File: src/rtl/key_conditioner_pkg.sv
// key_conditioner_pkg: shared types, default timing and sizing helpers for
// the push-button conditioner. Default timing constants are in 50 MHz cycles.
package key_conditioner_pkg;

  // Per-key debounce state. The two stable states are RELEASED/PRESSED; the
  // DEB_* states hold while a level change is being qualified.
  typedef enum logic [1:0] {
    RELEASED    = 2'd0,
    DEB_PRESS   = 2'd1,
    PRESSED     = 2'd2,
    DEB_RELEASE = 2'd3
  } key_state_t;

  // Default configuration for the DE-board build.
  localparam int DEF_NUM_KEYS        = 4;
  localparam int DEF_DEBOUNCE_CYCLES = 1_000_000;   // 20 ms
  localparam int DEF_REPEAT_DELAY    = 25_000_000;  // 500 ms
  localparam int DEF_REPEAT_PERIOD   = 5_000_000;   // 100 ms

  // Bits needed for a counter that runs 0 .. n-1 (never narrower than 1).
  function automatic int cnt_width(input int n);
    return (n < 2) ? 1 : $clog2(n);
  endfunction

  // Larger of two integers, used to size a counter shared by two intervals.
  function automatic int max_int(input int a, input int b);
    return (a > b) ? a : b;
  endfunction

endpackage

File: src/rtl/key_channel.sv
// key_channel: one push-button channel. Two-flop synchroniser, four-state
// debounce FSM with a shared qualification counter, registered level and
// press/release pulses, and an optional auto-repeat generator.
// Optional feature macro: KEY_CONDITIONER_AUTOREPEAT_EN (adds the repeat
// counter; without it repeat_pulse is tied low).
module key_channel
  import key_conditioner_pkg::*;
#(
  parameter int DEBOUNCE_CYCLES = DEF_DEBOUNCE_CYCLES,
  parameter int REPEAT_DELAY    = DEF_REPEAT_DELAY,
  parameter int REPEAT_PERIOD   = DEF_REPEAT_PERIOD
) (
  input  logic clk,
  input  logic rst_n,
  input  logic key_n,          // raw button, active-low, asynchronous
  output logic level,          // debounced level, 1 = held
  output logic press_pulse,
  output logic release_pulse,
  output logic repeat_pulse
);

  localparam int                 DEB_W    = cnt_width(DEBOUNCE_CYCLES);
  localparam logic [DEB_W-1:0]   DEB_LAST = DEB_W'(DEBOUNCE_CYCLES - 1);

  // Refuse configurations the counter scheme cannot express.
  if (DEBOUNCE_CYCLES < 2 || REPEAT_DELAY < 1 || REPEAT_PERIOD < 1) begin : g_param_check
    $error("key_channel: DEBOUNCE_CYCLES must be >= 2 and repeat intervals >= 1");
  end

  logic             sync_q1;
  logic             sync_q2;      // synchronised key, 0 = pressed
  key_state_t       state_q;
  key_state_t       state_d;
  logic [DEB_W-1:0] cnt_q;
  logic             cnt_clr;
  logic             cnt_inc;
  logic             level_d;
  logic             press_d;
  logic             release_d;
  logic             level_q;
  logic             press_q;
  logic             release_q;

  // Bring the asynchronous button into the clock domain; idle value is released.
  // NOTE: every clocked process uses non-blocking (<=) so all flops sample
  // pre-edge values, exactly like the hardware; blocking here would chain flops.
  always_ff @(posedge clk or negedge rst_n) begin
    if (!rst_n) begin
      sync_q1 <= 1'b1;
      sync_q2 <= 1'b1;
    end else begin
      sync_q1 <= key_n;
      sync_q2 <= sync_q1;
    end
  end

  // Debounce state register.
  always_ff @(posedge clk or negedge rst_n) begin
    if (!rst_n) begin
      state_q <= RELEASED;
    end else begin
      state_q <= state_d;
    end
  end

  // Next-state logic: a change is accepted only after the synchronised input
  // has stayed at the new level through the whole qualification window.
  // NOTE: every variable gets a default at the top of a combinational block;
  // a path that leaves one unassigned would infer a latch.
  always_comb begin
    state_d = state_q;
    cnt_clr = 1'b0;
    cnt_inc = 1'b0;
    unique case (state_q)
      RELEASED: begin
        if (!sync_q2) begin
          state_d = DEB_PRESS;
          cnt_clr = 1'b1;
        end
      end
      DEB_PRESS: begin
        if (sync_q2) begin
          state_d = RELEASED;           // glitch, no pulse
        end else if (cnt_q == DEB_LAST) begin
          state_d = PRESSED;
        end else begin
          cnt_inc = 1'b1;
        end
      end
      PRESSED: begin
        if (sync_q2) begin
          state_d = DEB_RELEASE;
          cnt_clr = 1'b1;
        end
      end
      DEB_RELEASE: begin
        if (!sync_q2) begin
          state_d = PRESSED;            // bounce, still held, no new press
        end else if (cnt_q == DEB_LAST) begin
          state_d = RELEASED;
        end else begin
          cnt_inc = 1'b1;
        end
      end
      default: state_d = RELEASED;
    endcase
  end

  // Output decode from the transition being taken this cycle, so the level
  // and its matching pulse appear on the same edge.
  always_comb begin
    press_d   = (state_q == DEB_PRESS)   && (state_d == PRESSED);
    release_d = (state_q == DEB_RELEASE) && (state_d == RELEASED);
    level_d   = (state_d == PRESSED)     || (state_d == DEB_RELEASE);
  end

  // Qualification counter shared by both debounce states.
  always_ff @(posedge clk or negedge rst_n) begin
    if (!rst_n) begin
      cnt_q <= '0;
    end else if (cnt_clr) begin
      cnt_q <= '0;
    end else if (cnt_inc) begin
      cnt_q <= cnt_q + DEB_W'(1);
    end
  end

  // Registered outputs: glitch-free level and single-cycle pulses.
  always_ff @(posedge clk or negedge rst_n) begin
    if (!rst_n) begin
      level_q   <= 1'b0;
      press_q   <= 1'b0;
      release_q <= 1'b0;
    end else begin
      level_q   <= level_d;
      press_q   <= press_d;
      release_q <= release_d;
    end
  end

  assign level         = level_q;
  assign press_pulse   = press_q;
  assign release_pulse = release_q;

`ifdef KEY_CONDITIONER_AUTOREPEAT_EN
  localparam int RPT_W = cnt_width(max_int(REPEAT_DELAY, REPEAT_PERIOD));
  localparam logic [RPT_W-1:0] RPT_FIRST = RPT_W'(REPEAT_DELAY - 1);
  localparam logic [RPT_W-1:0] RPT_NEXT  = RPT_W'(REPEAT_PERIOD - 1);

  logic             hold_tick;     // a cycle spent steadily in PRESSED
  logic             rpt_hit;
  logic [RPT_W-1:0] rpt_cnt_q;
  logic             rpt_armed_q;   // first (long) interval already elapsed
  logic             rpt_q;

  // Repeat timing: long delay before the first repeat, short period after.
  always_comb begin
    hold_tick = (state_q == PRESSED) && !sync_q2;
    rpt_hit   = hold_tick &&
                (rpt_armed_q ? (rpt_cnt_q == RPT_NEXT) : (rpt_cnt_q == RPT_FIRST));
  end

  // Repeat counter: cleared by a new press or release, frozen while a
  // release is being qualified, advancing only on steady hold cycles.
  always_ff @(posedge clk or negedge rst_n) begin
    if (!rst_n) begin
      rpt_cnt_q   <= '0;
      rpt_armed_q <= 1'b0;
      rpt_q       <= 1'b0;
    end else begin
      rpt_q <= rpt_hit;
      if (press_d || (state_d == RELEASED)) begin
        rpt_cnt_q   <= '0;
        rpt_armed_q <= 1'b0;
      end else if (rpt_hit) begin
        rpt_cnt_q   <= '0;
        rpt_armed_q <= 1'b1;
      end else if (hold_tick) begin
        rpt_cnt_q <= rpt_cnt_q + RPT_W'(1);
      end
    end
  end

  assign repeat_pulse = rpt_q;
`else
  assign repeat_pulse = 1'b0;
`endif

endmodule

File: src/rtl/key_conditioner.sv
// key_conditioner: conditions the active-low board push-buttons for the game
// logic. One key_channel per button; outputs are concatenated per bit.
// Optional feature macro: KEY_CONDITIONER_AUTOREPEAT_EN (auto-repeat pulses
// on key_repeat; without it key_repeat is constant 0).
module key_conditioner
  import key_conditioner_pkg::*;
#(
  parameter int NUM_KEYS        = DEF_NUM_KEYS,
  parameter int DEBOUNCE_CYCLES = DEF_DEBOUNCE_CYCLES,
  parameter int REPEAT_DELAY    = DEF_REPEAT_DELAY,
  parameter int REPEAT_PERIOD   = DEF_REPEAT_PERIOD
) (
  input  logic                CLOCK_50,
  input  logic                reset,        // asynchronous, active-low
  input  logic [NUM_KEYS-1:0] keys,         // raw, 0 = pressed
  output logic [NUM_KEYS-1:0] keysout,      // debounced, 1 = held
  output logic [NUM_KEYS-1:0] key_press,
  output logic [NUM_KEYS-1:0] key_release,
  output logic [NUM_KEYS-1:0] key_repeat
);

  // Fully independent channels, one per button.
  for (genvar i = 0; i < NUM_KEYS; i++) begin : g_key
    key_channel #(
      .DEBOUNCE_CYCLES (DEBOUNCE_CYCLES),
      .REPEAT_DELAY    (REPEAT_DELAY),
      .REPEAT_PERIOD   (REPEAT_PERIOD)
    ) u_channel (
      .clk           (CLOCK_50),
      .rst_n         (reset),
      .key_n         (keys[i]),
      .level         (keysout[i]),
      .press_pulse   (key_press[i]),
      .release_pulse (key_release[i]),
      .repeat_pulse  (key_repeat[i])
    );
  end

endmodule
File: config.mk
export PLATFORM = sky130hd
export DESIGN_NAME = key_conditioner
export DESIGN_NICKNAME = d
export VERILOG_FILES = /design/src/rtl/key_conditioner_pkg.sv /design/src/rtl/key_channel.sv /design/src/rtl/key_conditioner.sv
export SDC_FILE = /design/constraint.sdc
export NUM_CORES = 1
export LEC_CHECK = 0
export BUFFER_PORTS_ARGS = -buffer_cell sky130_fd_sc_hd__buf_2
export CAP_MARGIN = 20
export CORE_ASPECT_RATIO = 0.5
export CORE_MARGIN = 2
export CORE_UTILIZATION = 60
export DETAILED_ROUTE_END_ITERATION = 6
export HOLD_SLACK_MARGIN = 0.06
export PLACE_DENSITY_LB_ADDON = 0.08
export SYNTH_ARGS = -nofsm -noshare
export SYNTH_HDL_FRONTEND = slang
export SYNTH_SLANG_ARGS = --single-unit
File: constraint.sdc
create_clock -name CLOCK_50 -period 5.61 [get_ports CLOCK_50]
set_input_delay 0.2805 -clock CLOCK_50 [delete_from_list [all_inputs] [get_ports CLOCK_50]]
set_output_delay 0.2805 -clock CLOCK_50 [all_outputs]
set_load 0.05 [all_outputs]
==> results of run 1 <==
## final timing paths
kind                                                   start                            end  slack [ns]  depth (start not counted)
worst max-delay path            g_key[0].u_channel.cnt_q[13]  g_key[0].u_channel.state_q[1]        3.44                          5
worst min-delay path              g_key[1].u_channel.sync_q1     g_key[1].u_channel.sync_q2        0.36                          0
worst max register to register  g_key[0].u_channel.cnt_q[13]  g_key[0].u_channel.state_q[1]        3.44                          5
worst min register to register    g_key[1].u_channel.sync_q1     g_key[1].u_channel.sync_q2        0.36                          0
max in group asynchronous                              reset    g_key[2].u_channel.cnt_q[2]        3.94                          3
min in group asynchronous                              reset   g_key[3].u_channel.cnt_q[10]        0.54                          2
## registers in the layout, summed over array words and instances, names as in the netlist
signal	cells
g_key.u_channel.cnt_q	80
g_key.u_channel.state_q	8
g_key.u_channel.level	4
g_key.u_channel.press_pulse	4
g_key.u_channel.release_pulse	4
g_key.u_channel.sync_q1	4
g_key.u_channel.sync_q2	4
## final cells by class
class,count,area share [%]
clock buffer,12,4.12
clock inverter,4,1.23
inverter,13,0.816
multi-input combinational,431,43.2
sequential,108,45.3
tap,117,2.45
timing repair buffer,26,2.80
## synth_stat cells, drive strengths merged, types with 3 or more instances
library cell	n	area share (%)
a21oi	29	2.6
ha	4	0.91
buf	19	2.9
nand4	25	2.9
and2	6	0.68
nand3	35	3.2
dfstp	8	3.8
nor2	51	3.5
mux2i	20	3.6
o21ai	37	3.3
o31ai	10	1.4
or3	7	0.79
dfrtp	100	45
a211oi	3	0.41
nor4	15	2.7
or4	14	1.9
clkbuf	8	0.54
and4	3	0.48
xor2	11	1.7
xnor2	16	2.5
a31oi	3	0.34
and3	10	1.1
inv	13	0.88
nor3	19	1.7
nand2	73	5.0
a22o	5	0.79
## kinds of logic (layout without fill, tap and decap cells)
| logic type | Yosys count | in the layout | share of synthesized area, % |
|---|---|---|---|
| adders and majority gates | 4 | 4 | 0.905 |
| other | 1 | 4 | 0.0678 |
| and+or+nand+nor | 268 | 268 | 25.4 |
| muxes | 22 | 22 | 4.03 |
| buffers and inverters | 40 | 55 | 4.32 |
| AOI/OAI and AO/OA | 106 | 106 | 12.0 |
| xor gates and xnor gates | 27 | 27 | 4.28 |
| DFF | 108 | 108 | 49.1 |
## through the flow
| stage | power [µW] | setup slack (ns) |
|---|---|---|
| floorplan | 884 | 3.67 |
| global placement | 912 | 3.42 |
| detailed placement | 916 | 3.37 |
| CTS | 1600 | 3.35 |
| global route | 1650 | 3.23 |
| finish | 1580 | 3.44 |
## per-layer routing
metal / wire [µm] / part of all wire, %
met5: 0 / 0
met1: 5380 / 50
met2: 4920 / 46
met4: 61 / 0.57
met3: 356 / 3.3
## power by group through the flow
stage                     Combinational (µW)  Clock, µW  Sequential [µW]
after global routing                    97.3        728              822
final                                   84.8        675              819
after CTS                               86.2        695              819
after detailed placement                82.5          0              833
after floorplan                         57.0          0              827
after global placement                  79.6          0              832
## timing repair
item                       CTS  global route
hold buffers                 5             0
hold endpoints to repair    54             0
setup endpoints to repair    0             0
==> impl_summary.txt, run 1 <==
----------------------------------------------------
[Synthesis]
  Syn avg cell area ... 9.60 µm²
  Flops & latches, synth ... 108
  Synth Flop Type ... sky130_fd_sc_hd__dfrtp_1
  Syn Inst Count ... 576
  Number of flops mapped to enable cells by yosys ... 0
  Sequential fraction of the synthesis area ... 49.1%
  Async SR Flop Fraction ... 100%
  Cell variety after synth ... 57
  Syn Std Cell Area ... 5530 µm²
  Warnings from Yosys ... 0

[Floorplan]
  Starting density of the core ... 62.6%
  Count of pins on the block boundary ... 22
  Overall die width ... 140 µm
  Core outline area ... 8830 µm²
  Die span in y ... 71.9 µm
  Die Area ... 10000 µm²
  Core Rows ... 24

[Worst setup path]
  Arrival time at the worst endpoint ... 2.44 ns
  Peak fanout along the critical path ... 9
  Critical path's largest stage delay ... 0.54 ns
  Crit Path Category ... reg -> reg
  Number of buffers and inverters on the critical path ... 0
  Cell type of the slowest stage on the worst timing path ... sky130_fd_sc_hd__nor2_1
  Top Family by Delay on Critical Path ... simple AND/OR/NAND/NOR gates
  Category of the worst setup path launch point ... flop
  Cell Chain, Critical Path ... nor4b_1, nand4_1, nor2_1, nand2_1, o21ai_0
  Kind of capture point of the worst setup path ... flop
  Required time reported for the critical path endpoint ... 5.87 ns

[Detailed routing]
  Count of vias placed by the detailed router ... 4257
  Vias/cell ... 5.99
  Drt pass-1 iters ... 4
  Post-detailed-route DRC marker count ... 0
  Wire per inst ... 15.1 µm
  Final routed wirelength across all metal layers ... 10.7 mm
  Antenna-violating nets left ... 0
  Count of routing violations after the opening detailed-route iteration ... 212

[Power]
  Comb pwr share ... 5.4%
  Register share of total power ... 51.9%
  Switching Share ... 22.3%
  Switching power ... 353 µW
  Int Power ... 1230 µW
  Peak VDD IR ... 0.172 mV
  Pleak ... 0.00258 µW
  Power per standard cell area ... 264 nW/µm²
  Clock share of power ... 42.8%

[Finish]
  Share of layout cells above drive strength 1 ... 9.26%
  Post-route design area ... 5980 µm²
  Utilization after layout ... 67.8%
  Sequential Area ... 2710 µm²
  Number of filler cells placed in the layout ... 724
  Highest-count cells in the layout ignoring fill and taps ... sky130_fd_sc_hd__dfrtp_1 (100), sky130_fd_sc_hd__nand2_1 (73), sky130_fd_sc_hd__nor2_1 (51), sky130_fd_sc_hd__nand3_1 (35), sky130_fd_sc_hd__o21ai_0 (34)
  Area occupied by multi-input gates ... 2590 µm²
  Area Growth Syn to Fin ... 8.24%
  Fin cells ... 711
  NumNets Final ... 599
  Most frequent standard cell in the layout excluding fill and tap cells ... sky130_fd_sc_hd__dfrtp_1
  Antenna cells ... 0

[GRT]
  GRT met1 Usage ... 33.8%
  Wire length of the first global-routing pass ... 19.3 mm
  All-Layer GR Usage ... 23.7%
  Largest net degree at the start of global routing ... 58
  Global-route met2 utilization ... 37.1%
  Global Route met3 Usage ... 5.88%
  Aggregate global routing overflow ... 0
  Layer with the highest usage after global routing ... met2
  Number of global-route vias before repair ... 4066
  Antenna violations before repair ... 0

[Clock tree]
  Clock slew at reported path FFs ... 0.07 ns
  CTS root buffer ... sky130_fd_sc_hd__clkbuf_16
  Number of buffers added by the clock tree synthesis step ... 9
  Post-cts repair resize count ... 0
  Maximum buffer depth of the clock tree ... 2
  CTS tree ... built
  Setup repair bufs after CTS ... 0
  Clock sink count ... 108
  Clk_lat worst skew ... 0.34 ns
  H-tree levels ... 3

[STA]
  Worst Hold Margin ... 0.356 ns
  Final clock skew ... 0.00667 ns
  Worst slew slack as a fraction of its limit ... 45.4%
  Slew at the pin with the worst max-slew slack ... 0.816 ns
  Setup repair after global routing missed its margin ... false
  Setup TNS Final ... 0 ns
  Final number of setup-violating endpoints ... 0
  Final Slew Violations ... 0
  Share of the cycle needed by the critical path after routing ... 38.7%
  Peak clock frequency supported by timing ... 460 MHz
  Minimum period implied by the final worst setup slack ... 2.17 ns
  Hold violation total from the final report ... 0

[Placed design]
  Global placer's final weighted congestion ... 0.822
  Placed inst area ... 5610 µm²
  Number of instances in the placed design ... 689
  Number of buffers inserted by port buffering ... 17
  Total half-perimeter wirelength after legalization and detailed placement ... 7.27 mm

[Run status]
  Run status ... complete, no violations

[Hold path]
  Min-delay worst type ... reg -> reg

[Job]
  Max capacitance violation total ... 0

----------------------------------------------------
Note: power is estimated with default switching activity, not from simulation.
==> run 2: changes to the inputs <==
- CORE_UTILIZATION: 60 -> 56
- clock period: 5.61 -> 1.95 ns (I/O delays scaled with it)
==> impl_summary.txt, run 2 (synthesis gave the netlist of run 1 again) <==
----------------------------------------------------
[Run status]
  Run status ... complete, no violations

[Floorplan]
  Overall die width ... 145 µm (+3.4%)
  Core outline area ... 9510 µm² (+7.7%)
  Core Rows ... 25 (+4.2%)
  Die span in y ... 74.3 µm (+3.3%)
  Die Area ... 10700 µm² (+6.8%)
  Starting density of the core ... 58.1% (-4.5 points)
  Count of pins on the block boundary ... 22 (unchanged)

[Worst setup path]
  Required time reported for the critical path endpoint ... 2.19 ns (-3.68 ns)
  Arrival time at the worst endpoint ... 2.19 ns (-0.25 ns)
  Flop-to-flop setup slack ... 0.005 ns (-3.43 ns)
  Crit Path Category ... reg -> reg
  Number of buffers and inverters on the critical path ... 1 (+1)
  Cell Chain, Critical Path ... or4_4, nor4_4, buf_4, a21o_4, nor4_2, o21a_1
  Critical path's largest stage delay ... 0.56 ns (+0.02 ns)
  Cell type of the slowest stage on the worst timing path ... sky130_fd_sc_hd__or4_4
  Kind of capture point of the worst setup path ... flop
  Top Family by Delay on Critical Path ... simple AND/OR/NAND/NOR gates
  Category of the worst setup path launch point ... flop
  Peak fanout along the critical path ... 6 (-3)

[Power]
  Switching Share ... 25.1% (+2.8 points)
  Peak VDD IR ... 0.419 mV (+140%)
  Int Power ... 3290 µW (+170%)
  Clock share of power ... 39.7% (-3.1 points)
  Switching power ... 1100 µW (+210%)
  Pleak ... 0.00288 µW (+12%)
  Register share of total power ... 53.3% (+1.4 points)
  Power per standard cell area ... 668 nW/µm² (+150%)
  Comb pwr share ... 7.0% (+1.6 points)

[Finish]
  Highest-count cells in the layout ignoring fill and taps ... sky130_fd_sc_hd__dfrtp_1 (100), sky130_fd_sc_hd__nand2_1 (71), sky130_fd_sc_hd__buf_4 (59), sky130_fd_sc_hd__nor2_1 (50), sky130_fd_sc_hd__o21ai_0 (34)
  Utilization after layout ... 69.2% (+1.4 points)
  Sequential Area ... 2710 µm² (unchanged)
  Area Growth Syn to Fin ... 19.0%
  NumNets Final ... 659 (+10%)
  Most frequent standard cell in the layout excluding fill and tap cells ... sky130_fd_sc_hd__dfrtp_1
  Largest register by flop count ... g_key.u_channel.cnt_q
  Antenna cells ... 0 (unchanged)
  Area occupied by multi-input gates ... 2750 µm² (+6.2%)
  Largest regs ... g_key.u_channel.cnt_q (80), g_key.u_channel.state_q (8)
  Flip-flop count of the largest register after layout ... 80 (unchanged)
  Number of filler cells placed in the layout ... 780 (+7.7%)
  Share of layout cells above drive strength 1 ... 20.6% (+11 points)

[STA]
  Setup repair after global routing missed its margin ... true
  Final clock skew ... 0.00676 ns (+0.0000911 ns)
  Final number of setup-violating endpoints ... 0 (unchanged)
  Minimum period implied by the final worst setup slack ... 1.94 ns (-0.227 ns)
  Setup TNS Final ... 0 ns (unchanged)
  Slew at the pin with the worst max-slew slack ... 0.559 ns (-0.257 ns)
  Worst slew slack as a fraction of its limit ... 62.6% (+17 points)
  Hold violation total from the final report ... 0 (unchanged)
  Worst Hold Margin ... 0.245 ns (-0.111 ns)
  Worst Slack Setup Final ... 0.00502 ns (-3.43 ns)
  Peak clock frequency supported by timing ... 514 MHz (+12%)
  Share of the cycle needed by the critical path after routing ... 99.7% (+61 points)
  Final Slew Violations ... 0 (unchanged)

[Detailed routing]
  Vias/cell ... 5.69 (-4.9%)
  Final routed wirelength across all metal layers ... 12.0 mm (+12%)
  Wire per inst ... 15.1 µm (+0.50%)
  Count of routing violations after the opening detailed-route iteration ... 191 (-9.9%)
  Antenna-violating nets left ... 0 (unchanged)
  Count of vias placed by the detailed router ... 4493 (+5.5%)
  Drt pass-1 iters ... 4 (unchanged)
  Post-detailed-route DRC marker count ... 0 (unchanged)

[Clock tree]
  H-tree levels ... 3 (unchanged)
  Maximum buffer depth of the clock tree ... 2 (unchanged)
  Clock sink count ... 108 (unchanged)
  CTS tree ... built
  CTS root buffer ... sky130_fd_sc_hd__clkbuf_16
  Clock slew at reported path FFs ... 0.07 ns (about the same)
  Number of buffers added by the clock tree synthesis step ... 9 (unchanged)
  Clk_lat worst skew ... 0.35 ns (about the same)

[Placed design]
  Total half-perimeter wirelength after legalization and detailed placement ... 8.19 mm (+13%)
  Global placer's final weighted congestion ... 0.894 (+8.8%)
  Number of buffers inserted by port buffering ... 17 (unchanged)
  Pre-CTS worst setup slack ... -0.0853 ns (-3.45 ns)

[GRT]
  Largest net degree at the start of global routing ... 40 (-31%)
  Antenna violations before repair ... 0 (unchanged)
  Aggregate global routing overflow ... 0 (unchanged)
  Wire length of the first global-routing pass ... 20.0 mm (+3.5%)
  Number of global-route vias before repair ... 4220 (+3.8%)
  All-Layer GR Usage ... 23.9% (+0.22 points)

[Hold path]
  Min-delay worst type ... in -> async

[Job]
  Max capacitance violation total ... 0 (unchanged)

----------------------------------------------------
run 2: cell count changes in the layout (fill, tap and decap cells not counted), sizes merged:
cell / change
clkbuf: -1
buf: +57
clkinv: -1
a21o: +3
inv: +4
bufinv: -2
run 2: cell type report:
cell class | instances | share of cell area [%]
clock buffers | 11 | 3.54
flip-flops and latches | 108 | 41.2
well taps | 135 | 2.57
repair buffers | 83 | 9.49
multi-input cells | 434 | 41.8
inverters | 13 | 0.742
clock inverters | 5 | 0.666
run 2: path summary, 6_finish.rpt:
check	end	from	depth (start not counted)
worst max-delay path	g_key[1].u_channel.cnt_q[14]	g_key[1].u_channel.cnt_q[15]	6
worst min-delay path	g_key[1].u_channel.cnt_q[8]	reset	2
worst max register to register	g_key[1].u_channel.cnt_q[14]	g_key[1].u_channel.cnt_q[15]	6
worst min register to register	g_key[2].u_channel.sync_q2	g_key[2].u_channel.sync_q1	0
max in group asynchronous	g_key[0].u_channel.sync_q1	reset	3
min in group CLOCK_50	g_key[2].u_channel.sync_q2	g_key[2].u_channel.sync_q1	0
run 2: what timing repair did:
action / in CTS / in global routing
hold buffers: 5 / 0
hold endpoints to repair: 35 / 0
endpoints found under the setup margin: 18 / 43
buffers inserted: 4 / 2
gates cloned: 2 / 1
resized for setup: 4 / 25
pin swaps: 4 / 26
run 2: power by group through the flow:
stage / clock [µW] / combinational [µW] / sequential [µW]
global route: 1880 / 343 / 2350
finish: 1740 / 307 / 2340
detailed placement: 0 / 284 / 2390
global placement: 0 / 279 / 2380
CTS: 1800 / 301 / 2340
floorplan: 0 / 164 / 2380
run 2: through the flow:
stage          instances  cell area, µm²  total power [µW]
2_1_floorplan        579            5540              2540
4_1_cts              786            6440              4440
3_5_place_dp         759            6040              2670
5_1_grt              789            6580              4580
6_report             789            6580              4390
3_3_place_gp         759            6040              2660
run 2: layer usage:
| layer | track usage [%] | routed length [µm] |
|---|---|---|
| met1 | 32.2 | 5890 |
| met2 | 39.7 | 5580 |
| met3 | 5.80 | 382 |
| met4 | 6.15 | 95 |
| met5 | 0 | 0 |
